$ cat config.mk
export PLATFORM = sky130hd
export DESIGN_NAME = wb_arbiter_flat
export DESIGN_NICKNAME = d
export VERILOG_FILES = /design/src/rtl/wb_pkg.sv /design/src/rtl/wb_arbiter_if.sv /design/src/rtl/wb_fifo.sv /design/src/rtl/wb_arbiter.sv /design/src/flat_wrapper.sv
export SDC_FILE = /design/constraint.sdc
export NUM_CORES = 1
export LEC_CHECK = 0
export ABC_AREA = 1
export ABC_CLOCK_PERIOD_IN_PS = 8900
export CORE_ASPECT_RATIO = 1.5
export CORE_MARGIN = 2
export CORE_UTILIZATION = 54
export DETAILED_ROUTE_END_ITERATION = 10
export PLACE_DENSITY = 0.84
export SYNTH_ARGS = -nofsm -noshare
export SYNTH_HDL_FRONTEND = slang
export SYNTH_HIERARCHICAL = 1
export SYNTH_SLANG_ARGS = --single-unit
$ cat constraint.sdc
create_clock -name clk -period 8.9 [get_ports clk]
set_input_delay 0.89 -clock clk [delete_from_list [all_inputs] [get_ports clk]]
set_output_delay 0.89 -clock clk [all_outputs]
set_load 0.05 [all_outputs]
$ cat src/rtl/wb_pkg.sv
// Shared types and constants for the writeback arbiter.
package wb_pkg;

    localparam int REG_W = 64;
    localparam int ADDR_W = 5;
    localparam logic [ADDR_W-1:0] ZR_REG = 5'd31;

    typedef struct packed {
        logic [ADDR_W-1:0] wa;
        logic [REG_W-1:0]  wd;
    } wb_req_t;

endpackage

$ cat src/rtl/wb_arbiter_if.sv
// Bus between the result producers/decode and the writeback arbiter.
interface wb_arbiter_if #(
    parameter int DEPTH = 4
);
    import wb_pkg::*;

    logic                     alu_valid;
    logic                     alu_ready;
    logic [ADDR_W-1:0]        alu_wa;
    logic [REG_W-1:0]         alu_wd;
    logic                     ld_valid;
    logic                     ld_ready;
    logic [ADDR_W-1:0]        ld_wa;
    logic [REG_W-1:0]         ld_wd;
    logic                     we;
    logic [ADDR_W-1:0]        wa;
    logic [REG_W-1:0]         wd;
    logic [ADDR_W-1:0]        pend_ra;
    logic                     pend_hit;
    logic [$clog2(DEPTH):0]   ld_count;

    modport slave (
        input  alu_valid, alu_wa, alu_wd, ld_valid, ld_wa, ld_wd, pend_ra,
        output alu_ready, ld_ready, we, wa, wd, pend_hit, ld_count
    );

    modport master (
        output alu_valid, alu_wa, alu_wd, ld_valid, ld_wa, ld_wd, pend_ra,
        input  alu_ready, ld_ready, we, wa, wd, pend_hit, ld_count
    );

endinterface

$ cat src/rtl/wb_fifo.sv
// Strict-order load-return FIFO; exposes per-entry valid/address for hazard lookup.
module wb_fifo
    import wb_pkg::*;
#(
    parameter int DEPTH = 4,
    localparam int PTR_W = $clog2(DEPTH),
    localparam int CNT_W = PTR_W + 1
) (
    input  logic                         clk,
    input  logic                         rst,
    input  logic                         push_i,
    input  wb_req_t                      push_data_i,
    input  logic                         pop_i,
    output wb_req_t                      head_o,
    output logic [CNT_W-1:0]             count_o,
    output logic                         full_o,
    output logic                         empty_o,
    output logic [DEPTH-1:0]             ent_vld_o,
    output logic [DEPTH-1:0][ADDR_W-1:0] ent_wa_o
);

    wb_req_t          mem_q [DEPTH];
    logic [PTR_W-1:0] rd_ptr_q, rd_ptr_d;
    logic [PTR_W-1:0] wr_ptr_q, wr_ptr_d;
    logic [CNT_W-1:0] count_q, count_d;
    logic             push_ok, pop_ok;

    assign full_o  = (count_q == CNT_W'(DEPTH));
    assign empty_o = (count_q == '0);
    assign push_ok = push_i && !full_o;
    assign pop_ok  = pop_i && !empty_o;
    assign head_o  = mem_q[rd_ptr_q];
    assign count_o = count_q;

    // Pointer and occupancy next-state; DEPTH is a power of two so pointers wrap naturally.
    always_comb begin
        rd_ptr_d = rd_ptr_q + PTR_W'(pop_ok);
        wr_ptr_d = wr_ptr_q + PTR_W'(push_ok);
        count_d  = count_q + CNT_W'(push_ok) - CNT_W'(pop_ok);
    end

    // Pointer and occupancy registers.
    always_ff @(posedge clk) begin
        if (rst) begin
            rd_ptr_q <= '0;
            wr_ptr_q <= '0;
            count_q  <= '0;
        end else begin
            rd_ptr_q <= rd_ptr_d;
            wr_ptr_q <= wr_ptr_d;
            count_q  <= count_d;
        end
    end

    // Entry storage; stale contents are masked by ent_vld_o so no reset is needed.
    always_ff @(posedge clk) begin
        if (push_ok) begin
            mem_q[wr_ptr_q] <= push_data_i;
        end
    end

    // An entry is live when its distance from the read pointer is below the occupancy.
    always_comb begin
        ent_vld_o = '0;
        ent_wa_o  = '0;
        for (int i = 0; i < DEPTH; i++) begin
            ent_vld_o[i] = CNT_W'(PTR_W'(PTR_W'(i) - rd_ptr_q)) < count_q;
            ent_wa_o[i]  = mem_q[i].wa;
        end
    end

endmodule

$ cat src/rtl/wb_arbiter.sv
// Writeback arbiter: ALU results take priority, buffered loads drain when the ALU
// is idle or after the ALU has been favoured STARVE_LIMIT times in a row.
module wb_arbiter
    import wb_pkg::*;
#(
    parameter int DEPTH = 4,
    parameter int STARVE_LIMIT = 3
) (
    input logic         clk,
    input logic         rst,
    wb_arbiter_if.slave bus
);

    localparam int CNT_W = $clog2(DEPTH) + 1;
    localparam int ST_W = $clog2(STARVE_LIMIT + 1);
    localparam logic [ST_W-1:0] ST_MAX = ST_W'(STARVE_LIMIT);

    logic                     alu_acc, alu_wr, ld_acc, push, pop;
    logic                     fifo_full, fifo_empty, fifo_hit;
    wb_req_t                  head, push_data;
    logic [CNT_W-1:0]         count;
    logic [DEPTH-1:0]         ent_vld;
    logic [DEPTH-1:0][ADDR_W-1:0] ent_wa;
    logic [ST_W-1:0]          starve_q, starve_d;
    logic                     we_q, we_d;
    logic [ADDR_W-1:0]        wa_q, wa_d;
    logic [REG_W-1:0]         wd_q, wd_d;

    assign bus.ld_ready  = !fifo_full;
    assign bus.alu_ready = !(!fifo_empty && (starve_q == ST_MAX));

    // Writes to the zero register complete the handshake but are dropped here.
    assign alu_acc   = bus.alu_valid && bus.alu_ready;
    assign alu_wr    = alu_acc && (bus.alu_wa != ZR_REG);
    assign ld_acc    = bus.ld_valid && bus.ld_ready;
    assign push      = ld_acc && (bus.ld_wa != ZR_REG);
    assign pop       = !alu_wr && !fifo_empty;
    assign push_data = '{wa: bus.ld_wa, wd: bus.ld_wd};

    wb_fifo #(.DEPTH(DEPTH)) u_fifo (
        .clk        (clk),
        .rst        (rst),
        .push_i     (push),
        .push_data_i(push_data),
        .pop_i      (pop),
        .head_o     (head),
        .count_o    (count),
        .full_o     (fifo_full),
        .empty_o    (fifo_empty),
        .ent_vld_o  (ent_vld),
        .ent_wa_o   (ent_wa)
    );

    // Count consecutive skips of a non-empty FIFO; any pop or an empty FIFO clears it.
    always_comb begin
        starve_d = starve_q;
        if (pop || fifo_empty) begin
            starve_d = '0;
        end else if (starve_q != ST_MAX) begin
            starve_d = starve_q + 1'b1;
        end
    end

    // Output selection: ALU first, then FIFO head; address/data hold when idle.
    always_comb begin
        we_d = 1'b0;
        wa_d = wa_q;
        wd_d = wd_q;
        if (alu_wr) begin
            we_d = 1'b1;
            wa_d = bus.alu_wa;
            wd_d = bus.alu_wd;
        end else if (!fifo_empty) begin
            we_d = 1'b1;
            wa_d = head.wa;
            wd_d = head.wd;
        end
    end

    // Registered regfile write port and starve counter.
    always_ff @(posedge clk) begin
        if (rst) begin
            we_q     <= 1'b0;
            wa_q     <= '0;
            wd_q     <= '0;
            starve_q <= '0;
        end else begin
            we_q     <= we_d;
            wa_q     <= wa_d;
            wd_q     <= wd_d;
            starve_q <= starve_d;
        end
    end

    // Hazard lookup against queued loads and the write currently in the output register.
    always_comb begin
        fifo_hit = 1'b0;
        for (int i = 0; i < DEPTH; i++) begin
            if (ent_vld[i] && (ent_wa[i] == bus.pend_ra)) begin
                fifo_hit = 1'b1;
            end
        end
    end

    assign bus.pend_hit = (bus.pend_ra != ZR_REG) &&
                          (fifo_hit || (we_q && (wa_q == bus.pend_ra)));
    assign bus.we       = we_q;
    assign bus.wa       = wa_q;
    assign bus.wd       = wd_q;
    assign bus.ld_count = count;

endmodule
$ cat src/flat_wrapper.sv
// flat-port wrapper written by rule: the top's interface ports become plain ports
module wb_arbiter_flat import wb_pkg::*;
#(
    parameter int DEPTH = 4,
    parameter int STARVE_LIMIT = 3
)
  (clk, rst, bus_alu_valid, bus_alu_wa, bus_alu_wd, bus_ld_valid, bus_ld_wa, bus_ld_wd, bus_pend_ra, bus_alu_ready, bus_ld_ready, bus_we, bus_wa, bus_wd, bus_pend_hit, bus_ld_count);
  wb_arbiter_if #(.DEPTH(DEPTH)) bus_i ();
  input logic clk;
  input logic rst;
  input wire logic [$bits(bus_i.alu_valid)-1:0] bus_alu_valid;
  input wire logic [$bits(bus_i.alu_wa)-1:0] bus_alu_wa;
  input wire logic [$bits(bus_i.alu_wd)-1:0] bus_alu_wd;
  input wire logic [$bits(bus_i.ld_valid)-1:0] bus_ld_valid;
  input wire logic [$bits(bus_i.ld_wa)-1:0] bus_ld_wa;
  input wire logic [$bits(bus_i.ld_wd)-1:0] bus_ld_wd;
  input wire logic [$bits(bus_i.pend_ra)-1:0] bus_pend_ra;
  output wire logic [$bits(bus_i.alu_ready)-1:0] bus_alu_ready;
  output wire logic [$bits(bus_i.ld_ready)-1:0] bus_ld_ready;
  output wire logic [$bits(bus_i.we)-1:0] bus_we;
  output wire logic [$bits(bus_i.wa)-1:0] bus_wa;
  output wire logic [$bits(bus_i.wd)-1:0] bus_wd;
  output wire logic [$bits(bus_i.pend_hit)-1:0] bus_pend_hit;
  output wire logic [$bits(bus_i.ld_count)-1:0] bus_ld_count;
  assign bus_i.alu_valid = bus_alu_valid;
  assign bus_i.alu_wa = bus_alu_wa;
  assign bus_i.alu_wd = bus_alu_wd;
  assign bus_i.ld_valid = bus_ld_valid;
  assign bus_i.ld_wa = bus_ld_wa;
  assign bus_i.ld_wd = bus_ld_wd;
  assign bus_i.pend_ra = bus_pend_ra;
  assign bus_alu_ready = bus_i.alu_ready;
  assign bus_ld_ready = bus_i.ld_ready;
  assign bus_we = bus_i.we;
  assign bus_wa = bus_i.wa;
  assign bus_wd = bus_i.wd;
  assign bus_pend_hit = bus_i.pend_hit;
  assign bus_ld_count = bus_i.ld_count;
  wb_arbiter #(.DEPTH(DEPTH), .STARVE_LIMIT(STARVE_LIMIT)) u_core (.clk(clk), .rst(rst), .bus(bus_i));
endmodule
==> results <==
- The run finished with clean final reports.
- The worst slack after detailed placement is 5.06 ns.
- The final critical path takes up 46.3% of the cycle.
- The synthesized flop and latch total is 355.
- The clock network latency to the later pin of the worst-skew pair is 0.57 ns.
- The largest stage delay on the critical path is 0.81 ns.
- The floorplan has 74 rows.
- The top cell types in the final layout, fill and taps aside, are nand2_1 (406), nor2_1 (290), edfxtp_1 (276).
- The sequential share of the synthesized area is 65.9%.
- Setup total negative slack on the finished layout was measured at 0 ns.
- The end point of the worst hold path is u_core/starve_q[1]$_SDFFE_PP0P_.
- The first-pass iteration count of the detailed router is 5.
- The endpoint identified for the worst register-to-register timing path is u_core/u_fifo/count_o[2]$_SDFF_PP0_.
- The post-DP HPWL is 21100 um.
- The first global-routing pass estimated 53700 um of wire.
- For the worst setup path, the data required time is 8.01 ns.
- The cell count of the worst hold path is 2.
- Each instance of the synthesized netlist takes up on average 9.85 um^2.
- The total overflow reported by the global router is 0.
- The port buffer count is 222.
- The share of cells above drive strength 1 is 5.20%.
- Along the worst path, the maximum fanout reaches 8.
- The x dimension of the die is 140 um.
- The sum of buffers and inverters on the critical path is 2.
- The placeable core area is 27200 um^2.
- 223 I/O pins were placed.
- Across the VDD grid, the largest voltage drop is 0.000283 V.
- The worst max-slew margin expressed relative to the limit is 30.6%.
- The total DRC errors in the routed layout is 0.
- The total number of vias is 10862.
- In this run, the number of DRC markers left after iteration 0 of detailed routing was 743.
- For this design, the CTS-stage hold fixing added 0 buffers.
- The completed layout was analyzed and its total power is 5230 uW.
- The tool flagged a number of max-cap violations equal to 0.
- The number of different library cells in the post-synthesis netlist is 29.
- The worst min-delay path category is register to register.
- The count of cells in the finished layout, fillers not included, comes to 2078.
- The maximum number of pins on one net before global-route repair is 73.
- The via count normalized by instance count is 5.23.
- In the synthesized netlist, the number of instances is 1520.
- The number of antenna violations at the first check in global routing was 6.
- The floorplan step defined a die boundary enclosing 29100 um^2.
- The antenna violation net count after detailed routing is 0.
- Traced cell by cell, the critical path runs through nor2_4 > nor2_1 > inv_1 > ha_1 > a21oi_1 > or2_2 > nand2_1 > nor2_1 > nand3_1 > nand3_1 > nor2_1 > nor2_1 > clkdlybuf4s50_1.
- The clock root buffer is clkbuf_16.
- The mapped netlist covers 15000 um^2.
- TritonCTS built the clock tree.
- The sink count of the clock tree is 355.
- For this run, the number of Yosys warnings is 6.
- For this design the ratio of total power to cell area is 285 nW/um^2.
- The filler cells instantiated in the layout total 2026.
- TritonCTS created 31 clock buffers.
- The finished cells cover 18300 um^2.
- The length in cells of the worst reg-to-reg path is 12.
- The synthesized netlist net count is 1675.
- In the final layout, flip-flops and latches occupy 9870 um^2.
- The final hold violation count came to 0.
- The last weighted congestion value of the routability-driven placer is 0.847.
- The cell family contributing the most delay on the critical path is buffers and inverters.
- The placed instances occupy a cell area of 17300 um^2.
- The number of H-tree branching levels is 1.
- Once the floorplan was initialized, standard cells occupied 55.0% of the core.
- Dividing the detail-routed wire length by the instance count gives 16.6 um.
- After detailed placement, the design holds a cell count of 2014.
- The number of buffers added for setup after CTS is 0.
- At the pin with the least slew margin, the transition time is 1.04 ns.
- For this run, the total global-route usage over all layers was measured as 23.2%.
- The multi-input combinational cells in the finished layout cover a total of 4000 um^2.
- After clock tree synthesis, the clock-pin slew on the worst setup and hold paths is 0.06 ns.
- The maximum clock insertion buffer count is 3.
- Compared with the post-synthesis result, the final layout area differs by 22.4%.
- The worst register-to-register path begins at u_core/u_fifo/count_o[0]$_SDFF_PP0_.
- The vertical die dimension is 208 um.
- The via count of the first global-routing pass is 10858.
- The startpoint identified for the worst hold timing path is u_core/starve_q[1]$_SDFFE_PP0P_.
- The standby leakage power is 0.00720 uW.
- The setup slack of the critical path after layout is 4.78 ns.
- In this design, the critical path's most frequently occurring cell is nor2_1.
- The final worst clock skew is 0.0148 ns.
- The worst setup path is captured at an output pin.
- Leaving out fill and tap cells, the most frequent cell in the layout is nand2_1.
- The number of gates resized after CTS was 0.
- The arrival time of the worst setup path is 3.23 ns.
- The startpoint-to-endpoint class of the critical path is register to output pin.
- The final count of pins violating max slew is 0.
- On the critical path, the stage with the largest delay is an instance of clkdlybuf4s50_1.
- The sort of element at the start of the critical path is a register.
- The clock period could shrink to 4.12 ns.
- Setup violations remaining at the end of the flow were counted as 0.
- Timing would allow up to 243 MHz.
- The register-to-register setup slack is 5.97 ns.
- Setup repair after global routing left no endpoint under its margin.
- The final-stage net count is 1860.
- After detailed routing, the total wire length is 34400 um.
-- stage by stage --
stage	util, %	hold slack, ns
6_report	67.4	0.545
5_1_grt	67.4	0.586
4_1_cts	67.3	0.546
3_5_place_dp	63.5	0.532
3_3_place_gp	63.5	0.496
2_1_floorplan	-	0.483
-- how the worst max path moves through the flow --
stage / from / end / slack [ns] / depth (start not counted)
after floorplan: u_core/u_fifo/count_o[1]$_SDFF_PP0_ / u_core/u_fifo/mem_q[0][0]$_DFFE_PP_ / 1.78 / 8
after global placement: bus_pend_ra[4] / bus_pend_hit / 5.06 / 10
after detailed placement: bus_pend_ra[4] / bus_pend_hit / 5.06 / 10
after CTS: u_core/u_fifo/rd_ptr_q[0]$_SDFF_PP0_ / bus_pend_hit / 4.77 / 13
after global routing: u_core/u_fifo/rd_ptr_q[0]$_SDFF_PP0_ / bus_pend_hit / 4.61 / 13
final: u_core/u_fifo/rd_ptr_q[0]$_SDFF_PP0_ / bus_pend_hit / 4.78 / 13
-- Yosys cell counts (all sizes together) --
library cell / count / area share, %
inv: 172 / 4.3
nor3: 5 / 0.17
a21oi: 7 / 0.23
nor2: 293 / 7.4
a31oi: 1 / 0.042
a22oi: 68 / 3.4
edfxtp: 276 / 55
dfxtp: 79 / 11
mux2i: 1 / 0.067
or2: 3 / 0.13
o21ai: 8 / 0.27
a21boi: 1 / 0.075
nand3: 92 / 3.1
nand2: 408 / 10
nand4: 3 / 0.13
xnor2: 1 / 0.058
buf: 65 / 2.8
fa: 1 / 0.13
clkbuf: 22 / 0.55
ha: 7 / 0.58
xor2: 6 / 0.35
and3: 1 / 0.042
-- report_power, final --
group / switching (uW) / internal (uW)
Sequential: 104 / 2080
Clock: 555 / 777
Combinational: 1160 / 549
-- final cells by class --
type / count / share of cell area, %
Tap cell: 342 / 2.33
Timing Repair Buffer: 239 / 12.8
Clock buffer: 49 / 5.10
Antenna cell: 6 / 0.0819
Multi-Input combinational cell: 906 / 21.8
Inverter: 172 / 3.52
Clock inverter: 9 / 0.560
Sequential cell: 355 / 53.8
-- layer usage --
metal	track usage (%)	share of wire, %	vias to the layer above
li1	-	-	5264
met1	25.6	36	5098
met2	43.2	54	408
met3	2.83	5.7	92
met4	12.1	4.1	0
met5	0	0	-
-- sequential cells by signal, indices dropped and copies added (netlist names) --
register,count
u_core/u_fifo/rd_ptr_q,2
u_core/bus.wd,64
u_core/starve_q,2
u_core/bus.wa,5
u_core/u_fifo/mem_q,276
u_core/bus.we,1
u_core/u_fifo/count_o,3
u_core/u_fifo/wr_ptr_q,2
-- cell families after synthesis --
kind of cell | Yosys count | share of synthesized area [%]
xor+xnor | 7 | 0.409
mux | 1 | 0.0668
simple gates | 805 | 21.2
buf+inv | 259 | 7.71
flops | 355 | 65.9
fa+ha+maj | 8 | 0.718
compound gates | 85 | 4.03
-- tightest hold or removal path: stages, from the launching register on --
cell and delay (ns):
dfxtp_1 0.34, mux2i_1 0.08, nor2_1 0.09
Power figures use the tool's default switching activity.
